==> config.mk <==
export PLATFORM = sky130hd
export DESIGN_NAME = rf_write_arbiter_flat
export DESIGN_NICKNAME = d
export VERILOG_FILES = /design/src/rtl/rf_write_arbiter_if.sv /design/src/rtl/rf_write_arbiter.sv /design/src/flat_wrapper.sv
export SDC_FILE = /design/constraint.sdc
export NUM_CORES = 1
export LEC_CHECK = 0
export CORE_MARGIN = 1.5
export CORE_UTILIZATION = 40
export CTS_BUF_LIST = sky130_fd_sc_hd__clkbuf_8 sky130_fd_sc_hd__clkbuf_16
export DETAILED_ROUTE_END_ITERATION = 16
export DONT_BUFFER_PORTS = 1
export REMOVE_ABC_BUFFERS = 1
export SLEW_MARGIN = 20
export SYNTH_ARGS = -nofsm -noshare
export SYNTH_HDL_FRONTEND = slang
export SYNTH_SLANG_ARGS = --single-unit
==> constraint.sdc <==
create_clock -name clk -period 4.5 [get_ports clk]
set_input_delay 0.675 -clock clk [delete_from_list [all_inputs] [get_ports clk]]
set_output_delay 0.675 -clock clk [all_outputs]
set_load 0.01 [all_outputs]
==> src/rtl/rf_write_arbiter_if.sv <==
// Requester-side handshake bundle for the register-file write arbiter.
// Slice i of req_rd/req_data belongs to requester i.
interface rf_write_arbiter_if #(
  parameter int unsigned NUM_REQ = 3,
  parameter int unsigned XLEN    = 32,
  parameter int unsigned REG_AW  = 5
) ();
  logic [NUM_REQ-1:0]        req_valid;
  logic [NUM_REQ*REG_AW-1:0] req_rd;
  logic [NUM_REQ*XLEN-1:0]   req_data;
  logic [NUM_REQ-1:0]        req_ready;

  modport master (
    output req_valid,
    output req_rd,
    output req_data,
    input  req_ready
  );

  modport slave (
    input  req_valid,
    input  req_rd,
    input  req_data,
    output req_ready
  );
endinterface

==> src/rtl/rf_write_arbiter.sv <==
// Round-robin arbiter sharing the register-file write port between writeback sources,
// with a registered write stage and a pending-write scoreboard for the hazard unit.
module rf_write_arbiter #(
  parameter int unsigned NUM_REQ = 3,
  parameter int unsigned XLEN    = 32,
  parameter int unsigned REG_AW  = 5
) (
  input  logic                clk,
  input  logic                rst_n,
  rf_write_arbiter_if.slave   bus,
  input  logic                issue_valid,
  input  logic [REG_AW-1:0]   issue_rd,
  output logic                rf_write_enable,
  output logic [REG_AW-1:0]   rf_rd,
  output logic [XLEN-1:0]     rf_write_data,
  output logic [2:0]          grant_id,
  output logic [31:0]         busy
);

  logic [2:0]        ptr_q, ptr_d;
  logic [2:0]        gnt_idx;
  logic              xfer;
  logic [3:0]        cand;
  logic [REG_AW-1:0] sel_rd;
  logic [XLEN-1:0]   sel_data;
  logic              we_q;
  logic [REG_AW-1:0] rd_q;
  logic [XLEN-1:0]   data_q;
  logic [2:0]        gid_q;
  logic [31:0]       busy_q, busy_d;

  // Search from the pointer upward with wrap; first valid requester wins.
  always_comb begin
    xfer    = 1'b0;
    gnt_idx = '0;
    cand    = '0;
    for (int unsigned k = 0; k < NUM_REQ; k++) begin
      cand = {1'b0, ptr_q} + 4'(k);
      if (cand >= 4'(NUM_REQ)) begin
        cand = cand - 4'(NUM_REQ);
      end
      for (int unsigned i = 0; i < NUM_REQ; i++) begin
        if (!xfer && (4'(i) == cand) && bus.req_valid[i]) begin
          xfer    = 1'b1;
          gnt_idx = 3'(i);
        end
      end
    end
  end

  always_comb begin
    bus.req_ready = '0;
    sel_rd        = '0;
    sel_data      = '0;
    for (int unsigned i = 0; i < NUM_REQ; i++) begin
      if (3'(i) == gnt_idx) begin
        bus.req_ready[i] = xfer;
        sel_rd           = bus.req_rd[i*REG_AW +: REG_AW];
        sel_data         = bus.req_data[i*XLEN +: XLEN];
      end
    end
  end

  always_comb begin
    ptr_d = ptr_q;
    if (xfer) begin
      ptr_d = (gnt_idx == 3'(NUM_REQ - 1)) ? 3'd0 : gnt_idx + 3'd1;
    end
  end

  // Set is applied after clear so a newly issued writer keeps its bit pending.
  always_comb begin
    busy_d = busy_q;
    if (xfer && (sel_rd != '0)) begin
      busy_d[sel_rd] = 1'b0;
    end
    if (issue_valid && (issue_rd != '0)) begin
      busy_d[issue_rd] = 1'b1;
    end
    busy_d[0] = 1'b0;
  end

  always_ff @(posedge clk or negedge rst_n) begin
    if (!rst_n) begin
      ptr_q  <= '0;
      we_q   <= 1'b0;
      rd_q   <= '0;
      data_q <= '0;
      gid_q  <= '0;
      busy_q <= '0;
    end else begin
      ptr_q  <= ptr_d;
      busy_q <= busy_d;
      we_q   <= xfer && (sel_rd != '0);
      if (xfer) begin
        rd_q   <= sel_rd;
        data_q <= sel_data;
        gid_q  <= gnt_idx;
      end
    end
  end

  assign rf_write_enable = we_q;
  assign rf_rd           = rd_q;
  assign rf_write_data   = data_q;
  assign grant_id        = gid_q;
  assign busy            = busy_q;

endmodule

==> src/flat_wrapper.sv <==
// flat-port wrapper written by rule: the top's interface ports become plain ports
module rf_write_arbiter_flat 
#(
  parameter int unsigned NUM_REQ = 3,
  parameter int unsigned XLEN    = 32,
  parameter int unsigned REG_AW  = 5
)
  (clk, rst_n, issue_valid, issue_rd, rf_write_enable, rf_rd, rf_write_data, grant_id, busy, bus_req_valid, bus_req_rd, bus_req_data, bus_req_ready);
  rf_write_arbiter_if #(.NUM_REQ(NUM_REQ), .XLEN(XLEN), .REG_AW(REG_AW)) bus_i ();
  input  logic clk;
  input  logic rst_n;
  input  logic issue_valid;
  input  logic [REG_AW-1:0] issue_rd;
  output logic rf_write_enable;
  output logic [REG_AW-1:0] rf_rd;
  output logic [XLEN-1:0] rf_write_data;
  output logic [2:0] grant_id;
  output logic [31:0] busy;
  input wire logic [$bits(bus_i.req_valid)-1:0] bus_req_valid;
  input wire logic [$bits(bus_i.req_rd)-1:0] bus_req_rd;
  input wire logic [$bits(bus_i.req_data)-1:0] bus_req_data;
  output wire logic [$bits(bus_i.req_ready)-1:0] bus_req_ready;
  assign bus_i.req_valid = bus_req_valid;
  assign bus_i.req_rd = bus_req_rd;
  assign bus_i.req_data = bus_req_data;
  assign bus_req_ready = bus_i.req_ready;
  rf_write_arbiter #(.NUM_REQ(NUM_REQ), .XLEN(XLEN), .REG_AW(REG_AW)) u_core (.clk(clk), .rst_n(rst_n), .bus(bus_i), .issue_valid(issue_valid), .issue_rd(issue_rd), .rf_write_enable(rf_write_enable), .rf_rd(rf_rd), .rf_write_data(rf_write_data), .grant_id(grant_id), .busy(busy));
endmodule
Yosys cells after proc, flatten, opt, wreduce, memory -nomap -nowiden
Cells that the tools add are included.

$add $sub $neg: 6. Order comparisons: 7. Eq/ne operators: 9. Multiplexer cells: 36. Bitwise logic cells: 3. Reduce and logical (&&, ||, !) cells: 35.

Operator list (number): two-way mux 32 bit (5); AND 32 bit (1); inverter 32 bit (1); bitwise OR 32 bit (1); logical AND 1 bit (21); two-way mux 1 bit (15); two-way mux 5 bit (3); two-way mux 2 bit (7); == test 1 x 4 -> 1 bit (first input constant) (3); == test 2 x 4 -> 1 bit (first input constant) (3); zero test 4 bit (3); less-than comparator 5 x 6 -> 1 bit (second input constant) (2); two-way mux 4 bit (3); demux 1 bit (select 5 bit) (2); >= comparator 5 x 1 -> 1 bit (second input constant) (2); nonzero test 5 bit (2); >= comparator 4 x 2 -> 1 bit (second input constant) (2); zero test 1 bit (8); subtractor 4 x 2 -> 4 bit (second input constant) (2); adder 3 x 1 -> 4 bit (second input constant) (1); adder 3 x 2 -> 4 bit (second input constant) (1); subtractor 3 x 2 -> 4 bit (second input constant) (1); adder 2 x 1 -> 3 bit (second input constant) (1); >= comparator 3 x 2 -> 1 bit (second input constant) (1); 5 further kinds (5).

Register bits after elaboration: 75. Bits of input ports: 122. Output and inout bits: 76.

Depth between registers and ports, before layout
Word-level depth: 50. Depth in mapped cells: 14. Depth with buffers taken out: 11.

Worst setup path after synthesis
Ideal clock, no wire load.

Path type: register -> output. Start: register u_core.ptr_q[0]. End: output bus_req_ready[2]. Arrival: 3004 ps. Required time: 3825 ps. Path slack: 821 ps. Stages on the path, launching flop included: 12. Path buffers: 3. Path through: dfrtp_1 > inv_2 > ha_1 > and2_1 > mux4_2 > o21a_1 > a2111o_1 > and2_1 > buf_6 > buf_1 > buf_1 > inv_1.

Word-level cells in the longest chain between the ends: 39. Elaborated cells between the ends (all ways): 64. Classes of those cells: 5 x add/sub; 3 x order compare; 7 x eq/ne; 21 x mux; 28 x reduce/logical.

Ends and longest elaborated chain: start: declaration (RTL line rf_write_arbiter.sv:20) `logic [2:0] ptr_q, ptr_d;`; start signal: assignment (RTL line rf_write_arbiter.sv:92) `ptr_q <= ptr_d;`; subtractor 3 x 2 -> 4 bit or >= comparator 3 x 2 -> 1 bit (tied branches) (RTL line rf_write_arbiter.sv:40, rf_write_arbiter.sv:39); two-way mux 4 bit (RTL line rf_write_arbiter.sv:39) `if (cand >= 4'(NUM_REQ)) begin`; zero test 4 bit (RTL line rf_write_arbiter.sv:43) `if (!xfer && (4'(i) == cand) && bus.req_valid[i]) begin`; logical AND 1 bit (RTL line rf_write_arbiter.sv:43); two-way mux 1 bit (RTL line rf_write_arbiter.sv:43); zero test 1 bit (RTL line rf_write_arbiter.sv:43); logical AND 1 bit (2 in series) (RTL line rf_write_arbiter.sv:43); two-way mux 1 bit (RTL line rf_write_arbiter.sv:43); (+20 left out); zero test 1 bit (RTL line rf_write_arbiter.sv:43); logical AND 1 bit (2 in series) (RTL line rf_write_arbiter.sv:43); two-way mux 1 bit (RTL line rf_write_arbiter.sv:43); zero test 1 bit (RTL line rf_write_arbiter.sv:43); logical AND 1 bit (2 in series) (RTL line rf_write_arbiter.sv:43); two-way mux 2 bit (RTL line rf_write_arbiter.sv:43); == test 2 bit (RTL line rf_write_arbiter.sv:56) `if (3'(i) == gnt_idx) begin`; two-way mux 1 bit * (RTL line rf_write_arbiter.sv:56); end: declaration (RTL line flat_wrapper.sv:22) `output wire logic [$bits(bus_i.req_ready)-1:0] bus_req_ready;`.

Every way passes the cells marked *; elsewhere a longest branch is shown, timed or not.

Worst setup path in the final report
Ends and elaborated chain as after synthesis.

==> impl_metrics.json <==
{
  "hp-class": "primary input to async pin",
  "syn_area_um2": 4640,
  "dr.first_iter.drc_count": 276,
  "grt_max_degree": 91,
  "worst_hold_slack_ns": 0.0223,
  "tritoncts": "yes",
  "grt_pass1_wl_um": 20700,
  "synth.most_common_cell": "dfrtp_1",
  "start_util": 0.408,
  "p_switching_uw": 332,
  "cts.sinks": 74,
  "max_freq_mhz": 244,
  "io_pins": 198,
  "die-area_um2": 12300,
  "crit_family": "compound AO/OA/AOI/OAI gates",
  "route.vias.total": 3937,
  "die_x_um": 111,
  "pwr-share-seq": 0.434,
  "area_delta_synth_final_pct": 9.35,
  "finalNetCount": 616,
  "vias_per_cell": 6.24,
  "gp_congestion": 0.934,
  "min_period_ns": 4.09,
  "status": "completed",
  "synthCells": 502,
  "post_drt_wl_per_cell_um": 21.0,
  "cts_made_buffers": 9,
  "synth_top_cell_area_share": 0.399,
  "ys_types": 57,
  "yosysTopAreaCell": "dfrtp_1",
  "drv_slew": 0,
  "max_stage_delay_ns": 0.54,
  "netSwitchingFraction": 0.216,
  "startpoint_type": "flip-flop",
  "path_max_fanout": 21,
  "cts_root_buffer": "clkbuf_16",
  "place_ws_ns": 0.425,
  "crit_chain": "inv_2, ha_1, and2_1, mux4_2, o21a_1, a2111o_1, and2_2, inv_1",
  "dr.pass1.iters": 4,
  "grt_antenna_before_repair": 0,
  "fp.coreArea_um2": 11400,
  "leakage_uw": 0.00234,
  "peakVddDrop_mv": 0.268,
  "skew_ns": 0.0102,
  "worstSetupPathType": "flip-flop to output port",
  "die_h_um": 111,
  "path_clk_slew_ns": 0.06,
  "clock_path_buffers": 2,
  "synthArstFlopShare": 1.00,
  "grt.total_usage": 0.215,
  "crit_arrival_ns": 3.42,
  "finalHoldViolCount": 0,
  "fin_crit_sh": 0.909,
  "avgSynthCellArea_um2": 9.25,
  "ys_ff_latch": 74,
  "worst_slew_pin_slew_ns": 0.932,
  "grt_pass1_vias": 3760,
  "endpoint_kind": "output port",
  "rsz0062_at_grt": "no",
  "synth_edf_count": 0,
  "crit_buf_inv": 2,
  "antennaDiodeCount": 0,
  "netlist_top_cells_area": "dfrtp_1 40%, o31ai_1 7.4%, a21o_1 5.5%",
  "hold_buffers": 0,
  "cap_violations": 0,
  "overflow": 0,
  "p_clk_frac": 0.522,
  "drive_above_1_share": 0.0779,
  "p_int_uw": 1200,
  "antenna_left": 0,
  "insertion_delay_ns": 0.34,
  "dp_hpwl_um": 9270,
  "cts_max_level": 3,
  "rrSetupSlack_ns": 0.62,
  "post-cts-setup-buffer-count": 0,
  "rows": 39,
  "crit_slowest_cell": "dfrtp_2",
  "totalWireLength_um": 13200,
  "fillers": 1047,
  "powerDensity_nw_per_um2": 302,
  "slew-limit-headroom": 0.377,
  "setup_viol": 0,
  "remaining_drc_errors": 0,
  "synth_top_flop_cell": "dfrtp_1",
  "final_util": 0.447,
  "combPwrFrac": 0.044,
  "ys_seq_area_frac": 0.399,
  "layout_setup_ws_ns": 0.410,
  "cp.depth": 8,
  "cp.required_ns": 3.83,
  "yosys_warnings": 0,
  "r2r.worst_path.cells": 10,
  "ys_top_cells_by_count": "74 x dfrtp_1, 59 x nand2_1, 46 x o31ai_1",
  "io_buffers": 0
}
==> logic make-up (layout without fill, tap and decap cells) <==
logic type / after synthesis / in the layout / share of synthesized area
compound gates: 175 / 175 / 0.278
xor+xnor: 1 / 1 / 0.00189
fa+ha+maj: 11 / 11 / 0.0296
buf+inv: 49 / 34 / 0.0466
flops: 74 / 74 / 0.399
mux: 29 / 29 / 0.0730
other cells: 1 / 2 / 0.000807
simple gates: 162 / 162 / 0.171
==> through the flow <==
stage	power, µW	instance area (µm²)	std cells	TNS [ns]
floorplan	726	4470	465	-0.0463
global placement	743	4740	615	0
detailed placement	744	4740	615	0
CTS	1550	5070	631	0
global route	1570	5080	631	0
finish	1530	5080	631	0
==> area by class of cell <==
type / instances / area (µm²) / share of cell area
timing repair buffer: 7 / 77.6 / 0.0153
sequential: 74 / 1850 / 0.365
clock buffer: 11 / 253 / 0.0498
inverter: 11 / 41.3 / 0.00813
tap: 143 / 179 / 0.0352
multi-input combinational: 380 / 2600 / 0.511
clock inverter: 5 / 77.6 / 0.0153
==> power groups by stage <==
stage	Sequential (µW)	Clock [µW]	Combinational, µW
final	665	802	67.5
after global routing	665	832	73.8
after global placement	678	0	65.3
after floorplan	678	0	48.3
after CTS	665	817	66.8
after detailed placement	678	0	66.6
==> cells in the final DEF, fill, tap and decap left out, types with 3 or more instances in the layout <==
master	Yosys	routed
nor3_1	4	4
a211oi_1	23	23
and3b_1	4	4
a21o_1	34	34
o31ai_1	46	46
nand3_1	33	33
buf_4	2	5
o21ai_0	32	32
nor3b_1	4	4
nand2_1	59	59
o221ai_1	10	10
nor4b_1	3	3
nor2_1	29	29
nand3b_1	3	3
dfrtp_1	74	73
and2_1	4	3
a21oi_1	3	3
mux2i_1	23	23
and3_1	4	4
nor2b_1	4	4
o32ai_1	3	3
o21ai_1	4	4
ha_1	11	11
inv_1	10	11
clkbuf_16	0	9
==> state kept, by name, summed over array words and instances, names as in the netlist <==
register / flops
u_core.rf_write_data: 32
u_core.busy: 31
u_core.rf_rd: 5
u_core.ptr_q: 3
u_core.grant_id: 2
u_core.rf_write_enable: 1
==> path summary, 6_finish.rpt <==
check | end | startpoint
max | bus_req_ready[2] | u_core.ptr_q[0]
min | u_core.rf_rd[1] | rst_n
min in group clk | u_core.rf_write_data[23] | u_core.rf_write_data[23]
max in group asynchronous | u_core.ptr_q[0] | rst_n
min reg2reg | u_core.rf_write_data[23] | u_core.rf_write_data[23]
max reg2reg | u_core.busy[1] | u_core.ptr_q[0]
==> timing repair <==
action,in CTS,in global routing
gates resized for setup,0,2
endpoints found under the setup margin,0,1
hold endpoints to repair,0,0
==> layer usage <==
layer  wire (µm)  track usage  vias up
met4         367       0.0991        0
met2        6410        0.356      200
met1        5340        0.261     1866
met5           0            0        -
met3        1110       0.0596       22
li1            -            -     1849
(Power assumes the default switching activity.)
